<file path="config.mk">
export PLATFORM = sky130hd
export DESIGN_NAME = pixel_mixer_flat
export DESIGN_NICKNAME = d
export VERILOG_FILES = /design/src/rtl/pixel_mixer_if.sv /design/src/rtl/pixel_mixer.sv /design/src/flat_wrapper.sv
export SDC_FILE = /design/constraint.sdc
export NUM_CORES = 2
export LEC_CHECK = 0
export CAP_MARGIN = 20
export CORE_ASPECT_RATIO = 0.5
export CORE_UTILIZATION = 40
export CTS_CLUSTER_SIZE = 28
export DETAILED_ROUTE_END_ITERATION = 10
export DONT_BUFFER_PORTS = 1
export GPL_TIMING_DRIVEN = 0
export SYNTH_ARGS = -nofsm -noshare
export SYNTH_HDL_FRONTEND = slang
export SYNTH_SLANG_ARGS = --single-unit
</file>
<file path="constraint.sdc">
create_clock -name clk_in -period 12.35 [get_ports clk_in]
set_input_delay 3.0875 -clock clk_in [delete_from_list [all_inputs] [get_ports clk_in]]
set_output_delay 3.0875 -clock clk_in [all_outputs]
set_load 0.05 [all_outputs]
</file>
<file path="src/rtl/pixel_mixer_if.sv">
// LCD-side pixel stream of pixel_mixer: registered pixel with valid/ready,
// plus the per-line pixel position and end-of-line pulse.
interface pixel_mixer_if #(
  parameter int COLOR_W = 15
);
  logic [COLOR_W-1:0] pixel_out;
  logic               pixel_valid_out;
  logic               pixel_ready_in;
  logic [7:0]         x_out;
  logic               line_done_out;

  modport master (
    output pixel_out, pixel_valid_out, x_out, line_done_out,
    input  pixel_ready_in
  );

  modport slave (
    input  pixel_out, pixel_valid_out, x_out, line_done_out,
    output pixel_ready_in
  );
endinterface

</file>
<file path="src/rtl/pixel_mixer.sv">
// PPU pixel mixer: background FIFO with a head-aligned 8-slot sprite overlay,
// priority mixing, DMG/CGB colour resolution and BCPS/BCPD/OCPS/OCPD palette RAM.
module pixel_mixer #(
  parameter int DEPTH   = 16,
  parameter int COLOR_W = 15,
  parameter int X_MAX   = 160
) (
  input  logic       clk_in,
  input  logic       rst_in,
  input  logic       tclk_in,
  input  logic       cgb_mode_in,
  input  logic       line_start_in,
  input  logic [7:0] SCX_in,
  input  logic       bg_en_in,
  input  logic       obj_en_in,
  input  logic       bg_push_in,
  input  logic [7:0] bg_lo_in,
  input  logic [7:0] bg_hi_in,
  input  logic [7:0] bg_attr_in,
  output logic       bg_ready_out,
  input  logic       obj_push_in,
  input  logic [7:0] obj_lo_in,
  input  logic [7:0] obj_hi_in,
  input  logic [7:0] obj_attr_in,
  output logic       obj_ready_out,
  input  logic [7:0] BGP_in,
  input  logic [7:0] OBP0_in,
  input  logic [7:0] OBP1_in,
  input  logic       pal_sel_in,
  input  logic       pal_idx_wr_in,
  input  logic       pal_data_wr_in,
  input  logic [7:0] pal_wdata_in,
  output logic [7:0] pal_rdata_out,
  pixel_mixer_if.master lcd
);
  localparam int CW = $clog2(DEPTH + 1);

  typedef struct packed {logic prio; logic [2:0] pal; logic [1:0] color;} bg_px_t;
  typedef struct packed {logic [1:0] color; logic bgpri; logic dmgpal; logic [2:0] pal;} obj_px_t;

  bg_px_t             fifo_reg [DEPTH];
  bg_px_t             fifo_next [DEPTH];
  obj_px_t            slot_reg [8];
  obj_px_t            slot_next [8];
  logic [CW-1:0]      cnt_reg, cnt_next, base;
  logic [2:0]         discard_reg, discard_next;
  logic [7:0]         x_reg, x_next;
  logic               valid_reg, valid_next;
  logic [COLOR_W-1:0] pixel_reg, pixel_next, mixed;
  logic [7:0]         bg_ram [64];
  logic [7:0]         obj_ram [64];
  logic [6:0]         bg_idx_reg, obj_idx_reg, sel_idx, idx_next;

  bg_px_t  bg_row [8];
  obj_px_t obj_row [8];

  genvar gi;
  generate
    for (gi = 0; gi < 8; gi++) begin : g_row
      logic [1:0] bgc_raw, objc_raw;
      assign bgc_raw  = bg_attr_in[5]  ? {bg_hi_in[gi], bg_lo_in[gi]}   : {bg_hi_in[7-gi], bg_lo_in[7-gi]};
      assign objc_raw = obj_attr_in[5] ? {obj_hi_in[gi], obj_lo_in[gi]} : {obj_hi_in[7-gi], obj_lo_in[7-gi]};
      assign bg_row[gi]  = {bg_attr_in[7], bg_attr_in[2:0], bgc_raw};
      assign obj_row[gi] = {objc_raw, obj_attr_in[7], obj_attr_in[4], obj_attr_in[2:0]};
    end
  endgenerate

  logic       hs, pop;
  logic [8:0] produced;
  assign hs            = valid_reg & lcd.pixel_ready_in;
  // pixels already produced this line, including the one waiting in the output register
  assign produced      = {1'b0, x_reg} + {8'd0, valid_reg};
  assign pop           = tclk_in & (cnt_reg != '0) & (~valid_reg | lcd.pixel_ready_in)
                       & (produced < 9'(X_MAX)) & ~line_start_in;
  assign bg_ready_out  = int'(cnt_reg) <= DEPTH - 8;
  assign obj_ready_out = int'(cnt_reg) >= 8;

  bg_px_t     head;
  obj_px_t    spr;
  logic [1:0] bgc, col, shade;
  logic       obj_wins;
  logic [7:0] dmg_pal;
  logic [5:0] cgb_addr, cgb_addr_hi;
  logic [14:0] cgb_color;
  logic [COLOR_W+14:0] cgb_wide;

  assign head     = fifo_reg[0];
  assign spr      = slot_reg[0];
  assign bgc      = (bg_en_in | cgb_mode_in) ? head.color : 2'd0;
  assign obj_wins = obj_en_in & (spr.color != 2'd0)
                  & ~(spr.bgpri & (bgc != 2'd0))
                  & ~(cgb_mode_in & bg_en_in & head.prio & (bgc != 2'd0));
  assign col      = obj_wins ? spr.color : bgc;
  assign dmg_pal  = obj_wins ? (spr.dmgpal ? OBP1_in : OBP0_in) : BGP_in;
  assign shade    = dmg_pal[{col, 1'b0} +: 2];
  assign cgb_addr    = {obj_wins ? spr.pal : head.pal, col, 1'b0};
  assign cgb_addr_hi = cgb_addr | 6'd1;
  assign cgb_color   = obj_wins ? {obj_ram[cgb_addr_hi][6:0], obj_ram[cgb_addr]}
                                : {bg_ram[cgb_addr_hi][6:0], bg_ram[cgb_addr]};
  assign cgb_wide    = {{COLOR_W{1'b0}}, cgb_color};
  assign mixed       = cgb_mode_in ? cgb_wide[COLOR_W-1:0] : COLOR_W'(shade);

  always_comb begin
    fifo_next    = fifo_reg;
    slot_next    = slot_reg;
    cnt_next     = cnt_reg;
    discard_next = discard_reg;
    x_next       = x_reg;
    valid_next   = valid_reg;
    pixel_next   = pixel_reg;
    base         = cnt_reg - CW'(pop);
    if (line_start_in) begin
      for (int i = 0; i < DEPTH; i++) fifo_next[i] = '0;
      for (int i = 0; i < 8; i++) slot_next[i] = '0;
      cnt_next     = '0;
      discard_next = SCX_in[2:0];
      x_next       = 8'd0;
      valid_next   = 1'b0;
    end else begin
      if (hs) begin
        x_next     = x_reg + 8'd1;
        valid_next = 1'b0;
      end
      if (pop) begin
        for (int i = 0; i < DEPTH - 1; i++) fifo_next[i] = fifo_reg[i+1];
        fifo_next[DEPTH-1] = '0;
        for (int i = 0; i < 7; i++) slot_next[i] = slot_reg[i+1];
        slot_next[7] = '0;
        cnt_next     = cnt_reg - CW'(1);
        if (discard_reg != 3'd0) begin
          discard_next = discard_reg - 3'd1;
        end else begin
          valid_next = 1'b1;
          pixel_next = mixed;
        end
      end
      // the new row lands right behind whatever survives this cycle's pop
      if (bg_push_in && bg_ready_out) begin
        for (int i = 0; i < DEPTH; i++)
          if (i >= int'(base) && i < int'(base) + 8) fifo_next[i] = bg_row[3'(i - int'(base))];
        cnt_next = cnt_next + CW'(8);
      end
      if (obj_push_in && obj_ready_out) begin
        for (int i = 0; i < 8; i++)
          if (slot_next[i].color == 2'd0 && obj_row[i].color != 2'd0) slot_next[i] = obj_row[i];
      end
    end
  end

  always_ff @(posedge clk_in or negedge rst_in) begin
    if (!rst_in) begin
      for (int i = 0; i < DEPTH; i++) fifo_reg[i] <= '0;
      for (int i = 0; i < 8; i++) slot_reg[i] <= '0;
      cnt_reg     <= '0;
      discard_reg <= 3'd0;
      x_reg       <= 8'd0;
      valid_reg   <= 1'b0;
      pixel_reg   <= '0;
    end else begin
      fifo_reg    <= fifo_next;
      slot_reg    <= slot_next;
      cnt_reg     <= cnt_next;
      discard_reg <= discard_next;
      x_reg       <= x_next;
      valid_reg   <= valid_next;
      pixel_reg   <= pixel_next;
    end
  end

  assign sel_idx       = pal_sel_in ? obj_idx_reg : bg_idx_reg;
  assign pal_rdata_out = pal_sel_in ? obj_ram[sel_idx[5:0]] : bg_ram[sel_idx[5:0]];

  always_comb begin
    idx_next = sel_idx;
    if (pal_idx_wr_in)
      idx_next = {pal_wdata_in[7], pal_wdata_in[5:0]};
    else if (pal_data_wr_in && sel_idx[6])
      idx_next = {1'b1, sel_idx[5:0] + 6'd1};
  end

  always_ff @(posedge clk_in or negedge rst_in) begin
    if (!rst_in) begin
      for (int i = 0; i < 64; i++) begin
        bg_ram[i]  <= 8'd0;
        obj_ram[i] <= 8'd0;
      end
      bg_idx_reg  <= 7'd0;
      obj_idx_reg <= 7'd0;
    end else begin
      if (pal_data_wr_in) begin
        if (pal_sel_in) obj_ram[sel_idx[5:0]] <= pal_wdata_in;
        else            bg_ram[sel_idx[5:0]]  <= pal_wdata_in;
      end
      if (pal_sel_in) obj_idx_reg <= idx_next;
      else            bg_idx_reg  <= idx_next;
    end
  end

  assign lcd.pixel_out       = pixel_reg;
  assign lcd.pixel_valid_out = valid_reg;
  assign lcd.x_out           = x_reg;
  assign lcd.line_done_out   = hs & (x_reg == 8'(X_MAX - 1)) & ~line_start_in;

  logic unused_bits;
  assign unused_bits = ^{SCX_in[7:3], bg_attr_in[6], bg_attr_in[4:3],
                         obj_attr_in[6], obj_attr_in[3], pal_wdata_in[6]};
endmodule

</file>
<file path="src/flat_wrapper.sv">
// flat-port wrapper written by rule: the top's interface ports become plain ports
module pixel_mixer_flat 
#(
  parameter int DEPTH   = 16,
  parameter int COLOR_W = 15,
  parameter int X_MAX   = 160
)
  (clk_in, rst_in, tclk_in, cgb_mode_in, line_start_in, SCX_in, bg_en_in, obj_en_in, bg_push_in, bg_lo_in, bg_hi_in, bg_attr_in, bg_ready_out, obj_push_in, obj_lo_in, obj_hi_in, obj_attr_in, obj_ready_out, BGP_in, OBP0_in, OBP1_in, pal_sel_in, pal_idx_wr_in, pal_data_wr_in, pal_wdata_in, pal_rdata_out, lcd_pixel_out, lcd_pixel_valid_out, lcd_x_out, lcd_line_done_out, lcd_pixel_ready_in);
  pixel_mixer_if #(.COLOR_W(COLOR_W)) lcd_i ();
  input  logic clk_in;
  input  logic rst_in;
  input  logic tclk_in;
  input  logic cgb_mode_in;
  input  logic line_start_in;
  input  logic [7:0] SCX_in;
  input  logic bg_en_in;
  input  logic obj_en_in;
  input  logic bg_push_in;
  input  logic [7:0] bg_lo_in;
  input  logic [7:0] bg_hi_in;
  input  logic [7:0] bg_attr_in;
  output logic bg_ready_out;
  input  logic obj_push_in;
  input  logic [7:0] obj_lo_in;
  input  logic [7:0] obj_hi_in;
  input  logic [7:0] obj_attr_in;
  output logic obj_ready_out;
  input  logic [7:0] BGP_in;
  input  logic [7:0] OBP0_in;
  input  logic [7:0] OBP1_in;
  input  logic pal_sel_in;
  input  logic pal_idx_wr_in;
  input  logic pal_data_wr_in;
  input  logic [7:0] pal_wdata_in;
  output logic [7:0] pal_rdata_out;
  output wire logic [$bits(lcd_i.pixel_out)-1:0] lcd_pixel_out;
  output wire logic [$bits(lcd_i.pixel_valid_out)-1:0] lcd_pixel_valid_out;
  output wire logic [$bits(lcd_i.x_out)-1:0] lcd_x_out;
  output wire logic [$bits(lcd_i.line_done_out)-1:0] lcd_line_done_out;
  input wire logic [$bits(lcd_i.pixel_ready_in)-1:0] lcd_pixel_ready_in;
  assign lcd_pixel_out = lcd_i.pixel_out;
  assign lcd_pixel_valid_out = lcd_i.pixel_valid_out;
  assign lcd_x_out = lcd_i.x_out;
  assign lcd_line_done_out = lcd_i.line_done_out;
  assign lcd_i.pixel_ready_in = lcd_pixel_ready_in;
  pixel_mixer #(.DEPTH(DEPTH), .COLOR_W(COLOR_W), .X_MAX(X_MAX)) u_core (.clk_in(clk_in), .rst_in(rst_in), .tclk_in(tclk_in), .cgb_mode_in(cgb_mode_in), .line_start_in(line_start_in), .SCX_in(SCX_in), .bg_en_in(bg_en_in), .obj_en_in(obj_en_in), .bg_push_in(bg_push_in), .bg_lo_in(bg_lo_in), .bg_hi_in(bg_hi_in), .bg_attr_in(bg_attr_in), .bg_ready_out(bg_ready_out), .obj_push_in(obj_push_in), .obj_lo_in(obj_lo_in), .obj_hi_in(obj_hi_in), .obj_attr_in(obj_attr_in), .obj_ready_out(obj_ready_out), .BGP_in(BGP_in), .OBP0_in(OBP0_in), .OBP1_in(OBP1_in), .pal_sel_in(pal_sel_in), .pal_idx_wr_in(pal_idx_wr_in), .pal_data_wr_in(pal_data_wr_in), .pal_wdata_in(pal_wdata_in), .pal_rdata_out(pal_rdata_out), .lcd(lcd_i));
endmodule
</file>
==> impl_summary.log <==
INFO  metric remaining_drc_errors = 0
INFO  metric globalRouteOverflowTotal = 0
INFO  metric max_slew_margin = 4.66%
INFO  metric critPathRequiredTime = 9260 ps
INFO  metric fmax = 0.0801 GHz
INFO  metric holdPathStages = 1
INFO  metric timing.max_cap.violations = 0
INFO  metric first_global_vias = 55958
INFO  metric worstPathMaxFanout = 11
INFO  metric synth.net_count = 5901
INFO  metric io_pins = 136
INFO  metric final_hold_viol_count = 0
INFO  metric drt_iter0_markers = 11449
INFO  metric antenna_found_initial = 92
INFO  metric grt_max_degree = 1223
INFO  metric tightestPinTransition = 1420 ps
INFO  metric mappedNetlistArea = 64600 um2
INFO  metric setup.worst_path.start_class = input port
INFO  metric use_met3 = 30.6%
INFO  metric crit_path_max_incr_delay = 900 ps
INFO  metric synth.top_cell.area_share = 47.4%
INFO  metric globalRouteTotalUtil = 49.4%
INFO  metric synth_area_per_cell = 11.2 um2
INFO  metric synthFlopType = sky130_fd_sc_hd__dfrtp_1
INFO  metric cts_tree = built
INFO  metric rsz_0062_raised_after_global_routing = no
INFO  metric met1_usage_in_global_routing = 62.3%
INFO  metric dp_hpwl = 299 mm
INFO  metric leakage = 31.4 nW
INFO  metric layout_worst_path_cycle_share = 101%
INFO  metric worst-endpoint-arrival = 9390 ps
INFO  metric layout.cells.non_filler = 8330
INFO  metric grt_util_met2 = 62.7%
INFO  metric yosys_register_bits = 1222
INFO  metric postSynth.asyncResetShare = 100%
INFO  metric wl = 413 mm
INFO  metric fp-row-count = 103
INFO  metric finalSetupViolations = 2
INFO  metric nNetsFinal = 6104
INFO  metric utilization = 45.9%
INFO  metric global_route.peak_usage_layer = met2
INFO  metric crit_path_top_delay_cell = sky130_fd_sc_hd__buf_2
INFO  metric wl_per_cell = 49.6 um
INFO  metric area_growth = 13.0%
INFO  metric synth.yosys.seq_area_share = 47.4%
INFO  metric cts_resized = 0
INFO  metric endpoint_kind = output port
INFO  metric routability_cong = 1.16
INFO  metric synth_top_cells_by_area = sky130_fd_sc_hd__dfrtp_1 47%, sky130_fd_sc_hd__mux2_2 18%, sky130_fd_sc_hd__a22oi_1 5.9%
INFO  metric regArea = 30600 um2
INFO  metric timing.reg2reg.worst_path_depth = 21
INFO  metric cts_made_buffers = 118
INFO  metric sinks_on_clock_net = 1222
INFO  metric reg2reg_to = u_core.fifo_reg[10]$_DFF_PN0_
INFO  metric synth_edf_count = 0
INFO  metric synth.distinct_cells = 90
INFO  metric timing.hold.worst.start = u_core.obj_ram[263]$_DFFE_PN0P_
INFO  metric syn_inst = 5788
INFO  metric dp.cells = 8003
INFO  metric drt.antenna.violating_nets = 0
INFO  metric avgViaCountPerCell = 7.46
INFO  metric clk_slew_on_worst_s_h_paths = 70 ps
INFO  metric cts-hold-fix-buffers = 0
INFO  metric number_of_input_and_output_port_buffers_inserted = 0
INFO  metric status = complete, but fails checks
INFO  metric hp-class = reg -> reg
INFO  metric worst-setup-path-type = in -> out
INFO  metric die_y = 286 um
INFO  metric finalWorstPathRequiredPeriod = 12480 ps
INFO  metric core-area = 159000 um2
INFO  metric clock_latency = 810 ps
INFO  metric pre_cts_worst_setup_slack = 574 ps
INFO  metric critical_path.most_common_cell = sky130_fd_sc_hd__buf_2
INFO  metric worstPathCellList = buf_2, mux2i_4, inv_4, nor3_2, buf_2, buf_2, buf_2, a22oi_1, a41oi_1, nor3_1, a31oi_1, buf_6
INFO  metric fillCellCount = 14844
INFO  metric pwr_density_cell = 239 nW/um2
INFO  metric effective_utilization_at_floorplan = 40.6%
INFO  metric die_w = 570 um
INFO  metric yosys_warn_count = 0
INFO  metric detail_route.first_pass.iterations = 7
INFO  metric grt_first_pass_wirelength = 533 mm
INFO  metric setup_slack = -132 ps
INFO  metric multiInputGateArea = 31700 um2
INFO  metric ctsHtreeMaxLevel = 3
INFO  metric post-synth-top-area-cell = sky130_fd_sc_hd__dfrtp_1
INFO  metric yosys.cell_count.top_type = sky130_fd_sc_hd__dfrtp_1
INFO  metric clock_tree.root_cell = sky130_fd_sc_hd__clkbuf_16
INFO  metric rrSetupSlack = 5800 ps
INFO  metric synth.cells.most_frequent = 1222 x sky130_fd_sc_hd__dfrtp_1, 1043 x sky130_fd_sc_hd__mux2_2, 821 x sky130_fd_sc_hd__nand2_1, 506 x sky130_fd_sc_hd__a22oi_1, 286 x sky130_fd_sc_hd__clkbuf_1
INFO  metric timing.rr.start = u_core.lcd.x_out[5]$_DFFE_PN0P_
INFO  metric clock_tree.buffer_depth = 3
INFO  metric timing_max_transition_violations_final = 0
INFO  metric violations = negative setup slack
INFO  metric full_die_area = 163000 um2
INFO  metric vias = 62120
INFO  metric ir_drop = 0.144 mV
INFO  metric whs_endpoint = u_core.obj_ram[263]$_DFFE_PN0P_
INFO  metric cts_setup_buffers = 0
INFO  metric layout-drive-gt1-share = 28.1%
INFO  metric fin_worst_skew = 48.7 ps
how the worst max path moves through the flow:
stage,from,endpoint,slack (ps)
6_report,pal_sel_in,pal_rdata_out[5],-130
5_1_grt,pal_sel_in,pal_rdata_out[5],280
4_1_cts,pal_sel_in,pal_rdata_out[5],560
3_5_place_dp,pal_sel_in,pal_rdata_out[5],570
3_3_place_gp,pal_sel_in,pal_rdata_out[6],-860
2_1_floorplan,pal_sel_in,pal_rdata_out[7],3280
layout by cell type (no fill, tap or decap), types with 87 or more instances in the layout:
cell                        Yosys  layout
sky130_fd_sc_hd__a211oi_1     105     105
sky130_fd_sc_hd__a21oi_1       92      92
sky130_fd_sc_hd__a22oi_1      506     506
sky130_fd_sc_hd__a311oi_1     124     124
sky130_fd_sc_hd__a31oi_1       89      87
sky130_fd_sc_hd__buf_2        147     168
sky130_fd_sc_hd__clkbuf_1     286     272
sky130_fd_sc_hd__clkbuf_16      0     119
sky130_fd_sc_hd__dfrtp_1     1222    1222
sky130_fd_sc_hd__mux2_2      1043    1043
sky130_fd_sc_hd__mux2i_1      143     143
sky130_fd_sc_hd__mux4_2        97      97
sky130_fd_sc_hd__nand2_1      821     821
sky130_fd_sc_hd__nand3_1      144     144
sky130_fd_sc_hd__nor2_1       232     230
per-layer routing:
metal / routed length [um] / vias to the layer above
met5: 660 / -
met4: 29700 / 56
met3: 70100 / 1538
met2: 154000 / 5964
met1: 159000 / 32191
li1: - / 22371
critical path: cells and delay by family:
family / cells / cell delay [ps]
AND/OR/NAND/NOR: 2 / 880
AO/OA/AOI/OAI: 3 / 1490
multiplexers: 1 / 580
buffers and inverters: 6 / 3240
kinds of logic after synthesis:
group	synth area share (%)
XOR/XNOR	0.326
adder cells (fa/ha/maj)	0.233
buffers and inverters	3.57
flip-flops	47.4
AO/OA/AOI/OAI	14.7
multiplexers	23.9
AND/OR/NAND/NOR	9.91
power breakdown:
group	internal (W)	switching, W	total, W
Clock	0.00222	0.00185	0.00407
Sequential	0.00483	0.000899	0.00573
Combinational	0.00204	0.00563	0.00766
cell type report:
cell class                 count  share of cell area, %
multi-input combinational   4046                   43.5
sequential                  1222                   41.9
buffer                       501                   3.15
tap                         2152                   3.69
antenna                       84                  0.288
inverter                      19                  0.101
clock inverter                60                   1.08
clock buffer                 163                   4.62
timing repair buffer          83                   1.72
metrics by stage:
step / TNS [ps] / power [W] / hold WS [ps] / instance area (um2)
finish: -153 / 0.0175 / 511 / 73000
detailed placement: 0 / 0.0126 / 496 / 68300
CTS: 0 / 0.0166 / 511 / 72400
global placement: -3890 / 0.0123 / 487 / 67300
floorplan: 0 / 0.00885 / 474 / 64600
global route: 0 / 0.0174 / 524 / 72800
(Power assumes the default switching activity.)
